### src/rtl/cache_pkg.sv
`default_nettype none
// ============================================================================
//  Module      : cache_pkg
//  Description : Shared widths, sequencer state type and the saturating
//                increment used by the cache miss-handling logic.
//  Revision    : 1.0 - initial release
// ============================================================================
package cache_pkg;

    localparam int CACHE_DATA_WIDTH   = 32;
    localparam int CACHE_TAG_WIDTH    = 27;
    localparam int CACHE_SET_WIDTH    = 3;
    localparam int CACHE_OFFSET_WIDTH = 2;

    typedef enum logic [1:0] {
        IDLE      = 2'd0,
        WRITEBACK = 2'd1,
        REFILL    = 2'd2,
        FILL      = 2'd3
    } cache_state_t;

    function automatic logic [31:0] sat_inc(input logic [31:0] value);
        return (value == 32'hFFFF_FFFF) ? value : value + 32'd1;
    endfunction

endpackage
`default_nettype wire

### src/rtl/cache_controller_if.sv
`default_nettype none
// ============================================================================
//  Module      : cache_controller_if
//  Description : CPU, cache-array and main-memory signals of the miss
//                sequencer; master = controller view, slave = environment.
//  Revision    : 1.0 - initial release
// ============================================================================
interface cache_controller_if
    import cache_pkg::*;
#(
    parameter int DATA_WIDTH = CACHE_DATA_WIDTH
);
    logic                  cpu_req;
    logic                  cpu_we;
    logic [DATA_WIDTH-1:0] cpu_addr;
    logic                  cpu_stall;

    logic                  cache_hit;
    logic                  victim_dirty;
    logic [DATA_WIDTH-1:0] victim_addr;
    logic [DATA_WIDTH-1:0] victim_data;
    logic                  cache_we;
    logic                  cache_fill;
    logic [DATA_WIDTH-1:0] fill_data;

    logic                  mem_req;
    logic                  mem_we;
    logic [DATA_WIDTH-1:0] mem_addr;
    logic [DATA_WIDTH-1:0] mem_wdata;
    logic [DATA_WIDTH-1:0] mem_rdata;
    logic                  mem_ready;

    modport master (
        input  cpu_req, cpu_we, cpu_addr, cache_hit, victim_dirty,
               victim_addr, victim_data, mem_rdata, mem_ready,
        output cpu_stall, cache_we, cache_fill, fill_data,
               mem_req, mem_we, mem_addr, mem_wdata
    );

    modport slave (
        output cpu_req, cpu_we, cpu_addr, cache_hit, victim_dirty,
               victim_addr, victim_data, mem_rdata, mem_ready,
        input  cpu_stall, cache_we, cache_fill, fill_data,
               mem_req, mem_we, mem_addr, mem_wdata
    );

endinterface
`default_nettype wire

### src/rtl/cache_stats.sv
`default_nettype none
// ============================================================================
//  Module      : cache_stats
//  Description : Hit / miss / write-back event counters, saturating at all
//                ones. Only instantiated when CACHE_STATS_EN is defined.
//  Revision    : 1.0 - initial release
// ============================================================================
module cache_stats
    import cache_pkg::*;
(
    input  wire logic        clk,
    input  wire logic        rst,
    input  wire logic        i_hit_inc,
    input  wire logic        i_miss_inc,
    input  wire logic        i_wb_inc,
    output logic [31:0]      o_hit_count,
    output logic [31:0]      o_miss_count,
    output logic [31:0]      o_wb_count
);

    logic [31:0] r_hit_count;
    logic [31:0] r_miss_count;
    logic [31:0] r_wb_count;

    always_ff @(posedge clk or posedge rst) begin
        if (rst) begin
            r_hit_count  <= 32'd0;
            r_miss_count <= 32'd0;
            r_wb_count   <= 32'd0;
        end else begin
            if (i_hit_inc)  r_hit_count  <= sat_inc(r_hit_count);
            if (i_miss_inc) r_miss_count <= sat_inc(r_miss_count);
            if (i_wb_inc)   r_wb_count   <= sat_inc(r_wb_count);
        end
    end

    assign o_hit_count  = r_hit_count;
    assign o_miss_count = r_miss_count;
    assign o_wb_count   = r_wb_count;

endmodule
`default_nettype wire

### src/rtl/cache_controller.sv
`default_nettype none
// ============================================================================
//  Module      : cache_controller
//  Description : Miss-handling sequencer for the two-way data cache: hit
//                service, optional dirty write-back, refill and fill pulse.
//                Define CACHE_STATS_EN to build the statistics counters.
//  Revision    : 1.0 - initial release
// ============================================================================
module cache_controller
    import cache_pkg::*;
#(
    parameter int DATA_WIDTH   = CACHE_DATA_WIDTH,
    parameter int TAG_WIDTH    = CACHE_TAG_WIDTH,
    parameter int SET_WIDTH    = CACHE_SET_WIDTH,
    parameter int OFFSET_WIDTH = CACHE_OFFSET_WIDTH
) (
    input  wire logic           clk,
    input  wire logic           rst,
    cache_controller_if.master  bus,
    output logic [31:0]         hit_count,
    output logic [31:0]         miss_count,
    output logic [31:0]         wb_count
);

    cache_state_t          r_state, w_next_state;
    logic                  r_mem_req,   w_mem_req;
    logic                  r_mem_we,    w_mem_we;
    logic [DATA_WIDTH-1:0] r_mem_addr,  w_mem_addr;
    logic [DATA_WIDTH-1:0] r_mem_wdata, w_mem_wdata;
    logic [DATA_WIDTH-1:0] r_fill_data, w_fill_data;
    logic [DATA_WIDTH-1:0] r_miss_addr, w_miss_addr;
    logic                  r_cache_fill, w_cache_fill;
    logic [DATA_WIDTH-1:0] w_line_addr;
    logic                  w_idle_hit;
    logic                  w_unused_offset;

    // One word per line, so the line address just clears the byte offset.
    assign w_line_addr = {bus.cpu_addr[DATA_WIDTH-1 -: TAG_WIDTH],
                          bus.cpu_addr[OFFSET_WIDTH +: SET_WIDTH],
                          {OFFSET_WIDTH{1'b0}}};
    assign w_unused_offset = ^bus.cpu_addr[OFFSET_WIDTH-1:0];

    assign w_idle_hit = (r_state == IDLE) && bus.cpu_req && bus.cache_hit;

    always_ff @(posedge clk or posedge rst) begin
        if (rst) begin
            r_state      <= IDLE;
            r_mem_req    <= 1'b0;
            r_mem_we     <= 1'b0;
            r_mem_addr   <= '0;
            r_mem_wdata  <= '0;
            r_fill_data  <= '0;
            r_miss_addr  <= '0;
            r_cache_fill <= 1'b0;
        end else begin
            r_state      <= w_next_state;
            r_mem_req    <= w_mem_req;
            r_mem_we     <= w_mem_we;
            r_mem_addr   <= w_mem_addr;
            r_mem_wdata  <= w_mem_wdata;
            r_fill_data  <= w_fill_data;
            r_miss_addr  <= w_miss_addr;
            r_cache_fill <= w_cache_fill;
        end
    end

    // Memory-side outputs are computed one state ahead so they are already
    // registered and stable during the state that owns the request.
    always_comb begin
        w_next_state = r_state;
        w_mem_req    = r_mem_req;
        w_mem_we     = r_mem_we;
        w_mem_addr   = r_mem_addr;
        w_mem_wdata  = r_mem_wdata;
        w_fill_data  = r_fill_data;
        w_miss_addr  = r_miss_addr;
        w_cache_fill = 1'b0;
        case (r_state)
            IDLE: begin
                if (bus.cpu_req && !bus.cache_hit) begin
                    w_miss_addr = w_line_addr;
                    w_mem_req   = 1'b1;
                    if (bus.victim_dirty) begin
                        w_next_state = WRITEBACK;
                        w_mem_we     = 1'b1;
                        w_mem_addr   = bus.victim_addr;
                        w_mem_wdata  = bus.victim_data;
                    end else begin
                        w_next_state = REFILL;
                        w_mem_we     = 1'b0;
                        w_mem_addr   = w_line_addr;
                    end
                end
            end
            WRITEBACK: begin
                if (bus.mem_ready) begin
                    w_next_state = REFILL;
                    w_mem_we     = 1'b0;
                    w_mem_addr   = r_miss_addr;
                end
            end
            REFILL: begin
                if (bus.mem_ready) begin
                    w_next_state = FILL;
                    w_mem_req    = 1'b0;
                    w_fill_data  = bus.mem_rdata;
                    w_cache_fill = 1'b1;
                end
            end
            FILL:    w_next_state = IDLE;
            default: w_next_state = IDLE;
        endcase
    end

    assign bus.cpu_stall  = bus.cpu_req && !((r_state == IDLE) && bus.cache_hit);
    assign bus.cache_we   = w_idle_hit && bus.cpu_we;
    assign bus.cache_fill = r_cache_fill;
    assign bus.fill_data  = r_fill_data;
    assign bus.mem_req    = r_mem_req;
    assign bus.mem_we     = r_mem_we;
    assign bus.mem_addr   = r_mem_addr;
    assign bus.mem_wdata  = r_mem_wdata;

`ifdef CACHE_STATS_EN
    logic w_miss_inc;
    logic w_wb_inc;

    assign w_miss_inc = (r_state == IDLE) && bus.cpu_req && !bus.cache_hit;
    assign w_wb_inc   = (r_state == WRITEBACK) && bus.mem_ready;

    cache_stats u_stats (
        .clk          (clk),
        .rst          (rst),
        .i_hit_inc    (w_idle_hit),
        .i_miss_inc   (w_miss_inc),
        .i_wb_inc     (w_wb_inc),
        .o_hit_count  (hit_count),
        .o_miss_count (miss_count),
        .o_wb_count   (wb_count)
    );
`else
    assign hit_count  = 32'd0;
    assign miss_count = 32'd0;
    assign wb_count   = 32'd0;
`endif

endmodule
`default_nettype wire

### src/flat_wrapper.sv
// flat-port wrapper written by rule: the top's interface ports become plain ports
module cache_controller_flat import cache_pkg::*;
#(
    parameter int DATA_WIDTH   = CACHE_DATA_WIDTH,
    parameter int TAG_WIDTH    = CACHE_TAG_WIDTH,
    parameter int SET_WIDTH    = CACHE_SET_WIDTH,
    parameter int OFFSET_WIDTH = CACHE_OFFSET_WIDTH
)
  (clk, rst, hit_count, miss_count, wb_count, bus_cpu_req, bus_cpu_we, bus_cpu_addr, bus_cache_hit, bus_victim_dirty, bus_victim_addr, bus_victim_data, bus_mem_rdata, bus_mem_ready, bus_cpu_stall, bus_cache_we, bus_cache_fill, bus_fill_data, bus_mem_req, bus_mem_we, bus_mem_addr, bus_mem_wdata);
  cache_controller_if #(.DATA_WIDTH(DATA_WIDTH)) bus_i ();
  input  wire logic clk;
  input  wire logic rst;
  output logic [31:0] hit_count;
  output logic [31:0] miss_count;
  output logic [31:0] wb_count;
  input wire logic [$bits(bus_i.cpu_req)-1:0] bus_cpu_req;
  input wire logic [$bits(bus_i.cpu_we)-1:0] bus_cpu_we;
  input wire logic [$bits(bus_i.cpu_addr)-1:0] bus_cpu_addr;
  input wire logic [$bits(bus_i.cache_hit)-1:0] bus_cache_hit;
  input wire logic [$bits(bus_i.victim_dirty)-1:0] bus_victim_dirty;
  input wire logic [$bits(bus_i.victim_addr)-1:0] bus_victim_addr;
  input wire logic [$bits(bus_i.victim_data)-1:0] bus_victim_data;
  input wire logic [$bits(bus_i.mem_rdata)-1:0] bus_mem_rdata;
  input wire logic [$bits(bus_i.mem_ready)-1:0] bus_mem_ready;
  output wire logic [$bits(bus_i.cpu_stall)-1:0] bus_cpu_stall;
  output wire logic [$bits(bus_i.cache_we)-1:0] bus_cache_we;
  output wire logic [$bits(bus_i.cache_fill)-1:0] bus_cache_fill;
  output wire logic [$bits(bus_i.fill_data)-1:0] bus_fill_data;
  output wire logic [$bits(bus_i.mem_req)-1:0] bus_mem_req;
  output wire logic [$bits(bus_i.mem_we)-1:0] bus_mem_we;
  output wire logic [$bits(bus_i.mem_addr)-1:0] bus_mem_addr;
  output wire logic [$bits(bus_i.mem_wdata)-1:0] bus_mem_wdata;
  assign bus_i.cpu_req = bus_cpu_req;
  assign bus_i.cpu_we = bus_cpu_we;
  assign bus_i.cpu_addr = bus_cpu_addr;
  assign bus_i.cache_hit = bus_cache_hit;
  assign bus_i.victim_dirty = bus_victim_dirty;
  assign bus_i.victim_addr = bus_victim_addr;
  assign bus_i.victim_data = bus_victim_data;
  assign bus_i.mem_rdata = bus_mem_rdata;
  assign bus_i.mem_ready = bus_mem_ready;
  assign bus_cpu_stall = bus_i.cpu_stall;
  assign bus_cache_we = bus_i.cache_we;
  assign bus_cache_fill = bus_i.cache_fill;
  assign bus_fill_data = bus_i.fill_data;
  assign bus_mem_req = bus_i.mem_req;
  assign bus_mem_we = bus_i.mem_we;
  assign bus_mem_addr = bus_i.mem_addr;
  assign bus_mem_wdata = bus_i.mem_wdata;
  cache_controller #(.DATA_WIDTH(DATA_WIDTH), .TAG_WIDTH(TAG_WIDTH), .SET_WIDTH(SET_WIDTH), .OFFSET_WIDTH(OFFSET_WIDTH)) u_core (.clk(clk), .rst(rst), .bus(bus_i), .hit_count(hit_count), .miss_count(miss_count), .wb_count(wb_count));
endmodule
### config.mk
export PLATFORM = sky130hd
export DESIGN_NAME = cache_controller_flat
export DESIGN_NICKNAME = d
export VERILOG_FILES = /design/src/rtl/cache_pkg.sv /design/src/rtl/cache_controller_if.sv /design/src/rtl/cache_stats.sv /design/src/rtl/cache_controller.sv /design/src/flat_wrapper.sv
export SDC_FILE = /design/constraint.sdc
export NUM_CORES = 1
export LEC_CHECK = 0
export CORE_MARGIN = 2
export CORE_UTILIZATION = 36
export CTS_BUF_LIST = sky130_fd_sc_hd__clkbuf_8 sky130_fd_sc_hd__clkbuf_16
export DETAILED_ROUTE_END_ITERATION = 7
export GPL_TIMING_DRIVEN = 0
export MAX_ROUTING_LAYER = met4
export PLACE_DENSITY_LB_ADDON = 0.12
export REMOVE_ABC_BUFFERS = 1
export SLEW_MARGIN = 20
export SYNTH_ARGS = -nofsm -noshare
export SYNTH_HDL_FRONTEND = slang
export SYNTH_SLANG_ARGS = --single-unit
### constraint.sdc
create_clock -name clk -period 4.23 [get_ports clk]
set_input_delay 1.0575 -clock clk [delete_from_list [all_inputs] [get_ports clk]]
set_output_delay 1.0575 -clock clk [all_outputs]
set_load 0.03 [all_outputs]
==> impl_results.html <==
<table>
<tr><th>Metric</th><th>Value</th></tr>
<tr><th colspan="2">Drt</th></tr>
<tr><td>Detailed-router iteration count before antenna repair</td><td>4</td></tr>
<tr><td>Routed length per placed instance</td><td>~16 um</td></tr>
<tr><td>Number of violations reported at the end of detailed-routing iteration 0</td><td>149</td></tr>
<tr><td>Number of vias in the routed layout</td><td>4443</td></tr>
<tr><td>DR DRC count</td><td>0</td></tr>
<tr><td>Via count normalized by instance count</td><td>4.40</td></tr>
<tr><td>Antenna viol nets, final</td><td>0</td></tr>
<tr><td>Final wirelength</td><td>15800 um</td></tr>
<tr><th colspan="2">Layout</th></tr>
<tr><td>Utilization after layout</td><td>between 50% and 60%</td></tr>
<tr><td>Post-Layout Cell Count</td><td>roughly 1000</td></tr>
<tr><td>Final instance area</td><td>9220 um^2</td></tr>
<tr><td>Final #Nets</td><td>914</td></tr>
<tr><td>Fraction of final layout cells sized beyond drive strength 1</td><td>17.5%</td></tr>
<tr><td>Area added between synthesis and finish</td><td>45.6%</td></tr>
<tr><td>Number of antenna cells inserted</td><td>0</td></tr>
<tr><th colspan="2">STA</th></tr>
<tr><td>Final Slew Violations</td><td>0</td></tr>
<tr><td>Fmax achieved</td><td>between 200 and 300 MHz</td></tr>
<tr><td>Actual slew at the worst max-slew pin</td><td>0.690 ns</td></tr>
<tr><td>Setup repair after global routing missed its margin</td><td>false</td></tr>
<tr><td>Period minus WS final</td><td>3.53 ns</td></tr>
<tr><td>Final Hold Violating Endpoints</td><td>0</td></tr>
<tr><td>Worst-case clock skew</td><td>around 0.011 ns</td></tr>
<tr><td>Max transition margin</td><td>between 50% and 60%</td></tr>
<tr><td>Setup-failing EPs final</td><td>0</td></tr>
<tr><td>Worst Hold Slack</td><td>0.478 ns</td></tr>
<tr><td>Period Utilization, post-route</td><td>83.6%</td></tr>
<tr><th colspan="2">GRT</th></tr>
<tr><td>Overflow left after global routing</td><td>0</td></tr>
<tr><td>Global routing usage summed across all routing layers</td><td>between 10% and 20%</td></tr>
<tr><td>Number of antenna violations at the first check in global routing</td><td>0</td></tr>
<tr><td>Maximum number of pins on one net before global-route repair</td><td>between 70 and 80</td></tr>
<tr><td>Wire length of the first global-routing pass</td><td>23600 um</td></tr>
<tr><td>Vias in the first global route</td><td>4555</td></tr>
<tr><th colspan="2">Setup path</th></tr>
<tr><td>Cell at the slowest stage of the critical path</td><td>clkdlybuf4s50_1</td></tr>
<tr><td>Number of buffer and inverter stages on the critical path</td><td>2</td></tr>
<tr><td>Worst setup path end</td><td>bus_cache_we</td></tr>
<tr><td>Depth of the worst register-to-register path</td><td>7</td></tr>
<tr><td>Start point of the critical path</td><td>bus_cache_hit</td></tr>
<tr><td>Worst-path cell chain</td><td>clkdlybuf4s50_1 &gt; and4_1 &gt; clkdlybuf4s50_1</td></tr>
<tr><td>Worst Path Max Fanout</td><td>4</td></tr>
<tr><td>Cell repeated most along the worst path</td><td>clkdlybuf4s50_1</td></tr>
<tr><td>Kind of cell adding the most delay to the critical path</td><td>buffers and inverters</td></tr>
<tr><td>Type of the worst setup path</td><td>in2out</td></tr>
<tr><td>Reg-to-Reg End</td><td>u_core.bus.mem_addr[25]</td></tr>
<tr><td>CP Launch Type</td><td>input port</td></tr>
<tr><td>Worst EP arrival</td><td>2.48 ns</td></tr>
<tr><td>CP Capture Type</td><td>output port</td></tr>
<tr><td>Maximum cell stage delay along the critical path</td><td>0.69 ns</td></tr>
<tr><td>Cell count along the critical path</td><td>3</td></tr>
<tr><td>Startpoint of the worst register-to-register path</td><td>u_core.r_state[0]</td></tr>
<tr><td>Worst endpoint required time</td><td>3.17 ns</td></tr>
<tr><td>Register-to-register setup slack</td><td>1.67 ns</td></tr>
<tr><th colspan="2">Floorplanning</th></tr>
<tr><td>Count of boundary I/O pins</td><td>332</td></tr>
<tr><td>Std cell rows</td><td>48</td></tr>
<tr><td>Horizontal die dimension</td><td>137 um</td></tr>
<tr><td>Core ar.</td><td>17200 um^2</td></tr>
<tr><td>Die Y</td><td>137 um</td></tr>
<tr><td>Initial cell density of the core</td><td>36.7%</td></tr>
<tr><td>Overall die area</td><td>18700 um^2</td></tr>
<tr><th colspan="2">Power</th></tr>
<tr><td>Power density cells</td><td>about 800 nW/um^2</td></tr>
<tr><td>IR drop worst, VDD</td><td>about 0.42 mV</td></tr>
<tr><td>Clock network fraction of design power</td><td>21.6%</td></tr>
<tr><td>Internal power consumption</td><td>4.38 mW</td></tr>
<tr><td>Part of the total power dissipated in sequential elements</td><td>a little under a third</td></tr>
<tr><td>Switching power as a share of total power</td><td>38.8%</td></tr>
<tr><td>Total power after layout</td><td>7.17 mW</td></tr>
<tr><td>NetSw</td><td>2.78 mW</td></tr>
<tr><td>Logic gate share of total power</td><td>47.9%</td></tr>
<tr><td>Leakage Power</td><td>4.13 nW</td></tr>
<tr><th colspan="2">CTS</th></tr>
<tr><td>Clock network latency to the later pin of the worst-skew pair</td><td>0.41 ns</td></tr>
<tr><td>Number of hold buffers added after CTS</td><td>0</td></tr>
<tr><td>Clock-pin slew on the worst setup and hold paths</td><td>0.06 ns</td></tr>
<tr><td>TritonCTS clock tree</td><td>yes</td></tr>
<tr><td>Clock Tree Buf Depth</td><td>2</td></tr>
<tr><td>Clock buffer count from CTS</td><td>17</td></tr>
<tr><td>Clock sinks</td><td>between 100 and 150</td></tr>
<tr><td>Post-CTS setup-driven buffer insertion count</td><td>0</td></tr>
<tr><td>Post-cts gate resize count</td><td>0</td></tr>
<tr><td>Library cell used as clock root buffer</td><td>clkbuf_16</td></tr>
<tr><td>H-tree level count</td><td>4</td></tr>
<tr><th colspan="2">Placement</th></tr>
<tr><td>Half-perimeter wire length after placement</td><td>11700 um</td></tr>
<tr><td>Final weighted congestion in routability-driven placement</td><td>0.714</td></tr>
<tr><td>Area after detailed placement</td><td>8590 um^2</td></tr>
<tr><td>IO buf count</td><td>~230</td></tr>
<tr><td>Placed cells</td><td>979</td></tr>
<tr><th colspan="2">Hold path</th></tr>
<tr><td>Worst min-delay path class</td><td>reg2reg</td></tr>
<tr><th colspan="2">Synth</th></tr>
<tr><td>Number of standard cells after synthesis</td><td>543</td></tr>
<tr><td>Synthesis Warnings</td><td>0</td></tr>
<tr><td>Synthesized cell area</td><td>roughly 6300 um^2</td></tr>
<tr><td>Register area share after synthesis</td><td>roughly half</td></tr>
<tr><td>Count of distinct cell types in the synthesized netlist</td><td>26</td></tr>
<tr><td>Avg Inst Size Synth</td><td>~12 um^2</td></tr>
<tr><td>Post-synthesis sequential element count</td><td>131</td></tr>
<tr><th colspan="2">Run</th></tr>
<tr><td>Total of max-cap violations</td><td>0</td></tr>
<tr><th colspan="2">Status</th></tr>
<tr><td>Outcome</td><td>complete, no violations</td></tr>
</table>
-- registers in the layout, indices dropped and copies added, names as in the netlist --
| register | cells |
|---|---|
| u_core.r_miss_addr | 30 |
| u_core.bus.mem_we | 1 |
| u_core.bus.mem_wdata | 32 |
| u_core.r_state | 2 |
| u_core.bus.mem_req | 1 |
| u_core.bus.cache_fill | 1 |
| u_core.bus.mem_addr | 32 |
| u_core.bus.fill_data | 32 |
-- power groups by stage --
| stage | combinational [mW] | sequential, mW | clock [mW] |
|---|---|---|---|
| after CTS | 3.48 | 2.19 | 1.59 |
| after global placement | 3.38 | 2.17 | 0 |
| after detailed placement | 3.47 | 2.21 | 0 |
| final | 3.43 | 2.19 | 1.55 |
| after global routing | 3.67 | 2.27 | 1.65 |
| after floorplan | 1.11 | 3.09 | 0 |
-- layout make-up --
| class | count | area [um^2] |
|---|---|---|
| timing repair buffer | 240 | 2470 |
| fill | 1487 | 8020 |
| multi-input combinational | 377 | 2530 |
| sequential | 131 | 3280 |
| clock inverter | 13 | 185 |
| tap | 225 | 282 |
| clock buffer | 18 | 439 |
| inverter | 6 | 30.0 |
-- metrics by stage --
stage	TNS (ns)	setup slack (ns)
6_report	0	0.695
5_1_grt	0	0.646
4_1_cts	0	0.694
3_5_place_dp	0	0.693
3_3_place_gp	-374.57	-2.28
2_1_floorplan	-42.60	-0.325
-- metal layers --
metal	global-route usage [%]	wire length (um)	vias to the layer above
li1	-	-	2103
met1	20.4	6540	2135
met2	26.8	7460	185
met3	5.11	1450	20
met4	7.00	303	0
met5	-	0	-
-- synth_stat cells (all sizes together) --
master,n,area (um^2)
a21boi,1,7.51
a21oi,33,165
a22o,1,8.76
and2,1,6.26
and2b,1,7.51
and4,1,8.76
buf,116,847
clkbuf,8,30.0
conb,1,3.75
dfrtp,131,3280
ha,6,75.1
inv,6,22.5
mux2,94,1060
mux2i,34,340
nand2,35,131
nand2b,2,12.5
nand3,2,10.0
nand3b,1,7.51
nor2,34,128
o21ai,33,165
o22ai,1,6.26
o31ai,1,7.51
-- worst min-delay path by stage --
stage	endpoint	cells past startpoint	from
after floorplan	u_core.r_miss_addr[10]	1	u_core.r_miss_addr[10]
after global placement	u_core.bus.mem_addr[26]	2	u_core.bus.mem_addr[26]
after detailed placement	u_core.bus.mem_addr[26]	2	u_core.bus.mem_addr[26]
after CTS	u_core.bus.mem_addr[26]	2	u_core.bus.mem_addr[26]
after global routing	u_core.bus.mem_addr[26]	2	u_core.bus.mem_addr[26]
final	u_core.bus.mem_addr[26]	2	u_core.bus.mem_addr[26]
-- cell families after synthesis --
kind of cell             synth area share (%)
AND/OR/NAND/NOR                          4.92
adder cells (fa/ha/maj)                  1.19
other                                  0.0593
flip-flops                               51.8
buffers and inverters                    14.2
multiplexers                             22.1
AO/OA/AOI/OAI                            5.70
-- tightest hold or removal path, delay by kind of cell (launching register included) --
family           cells  cell delay (ns)
AND/OR/NAND/NOR      1             0.05
flip-flops           1             0.34
AO/OA/AOI/OAI        1             0.06
-- placed cells by master, fill, tap and decap left out, types with 4 or more instances in the layout --
cell and count:
nor2_1 34, clkinv_4 4, dfrtp_1 131, bufinv_16 4, o21ai_1 7, mux2_2 94, o21ai_0 26, ha_1 5
inv_1 6, clkdlybuf4s50_1 232, nand2_1 35, a21oi_1 33, mux2i_1 34, conb_1 96, clkbuf_16 17
No activity file was read; power rests on OpenSTA's default activity.
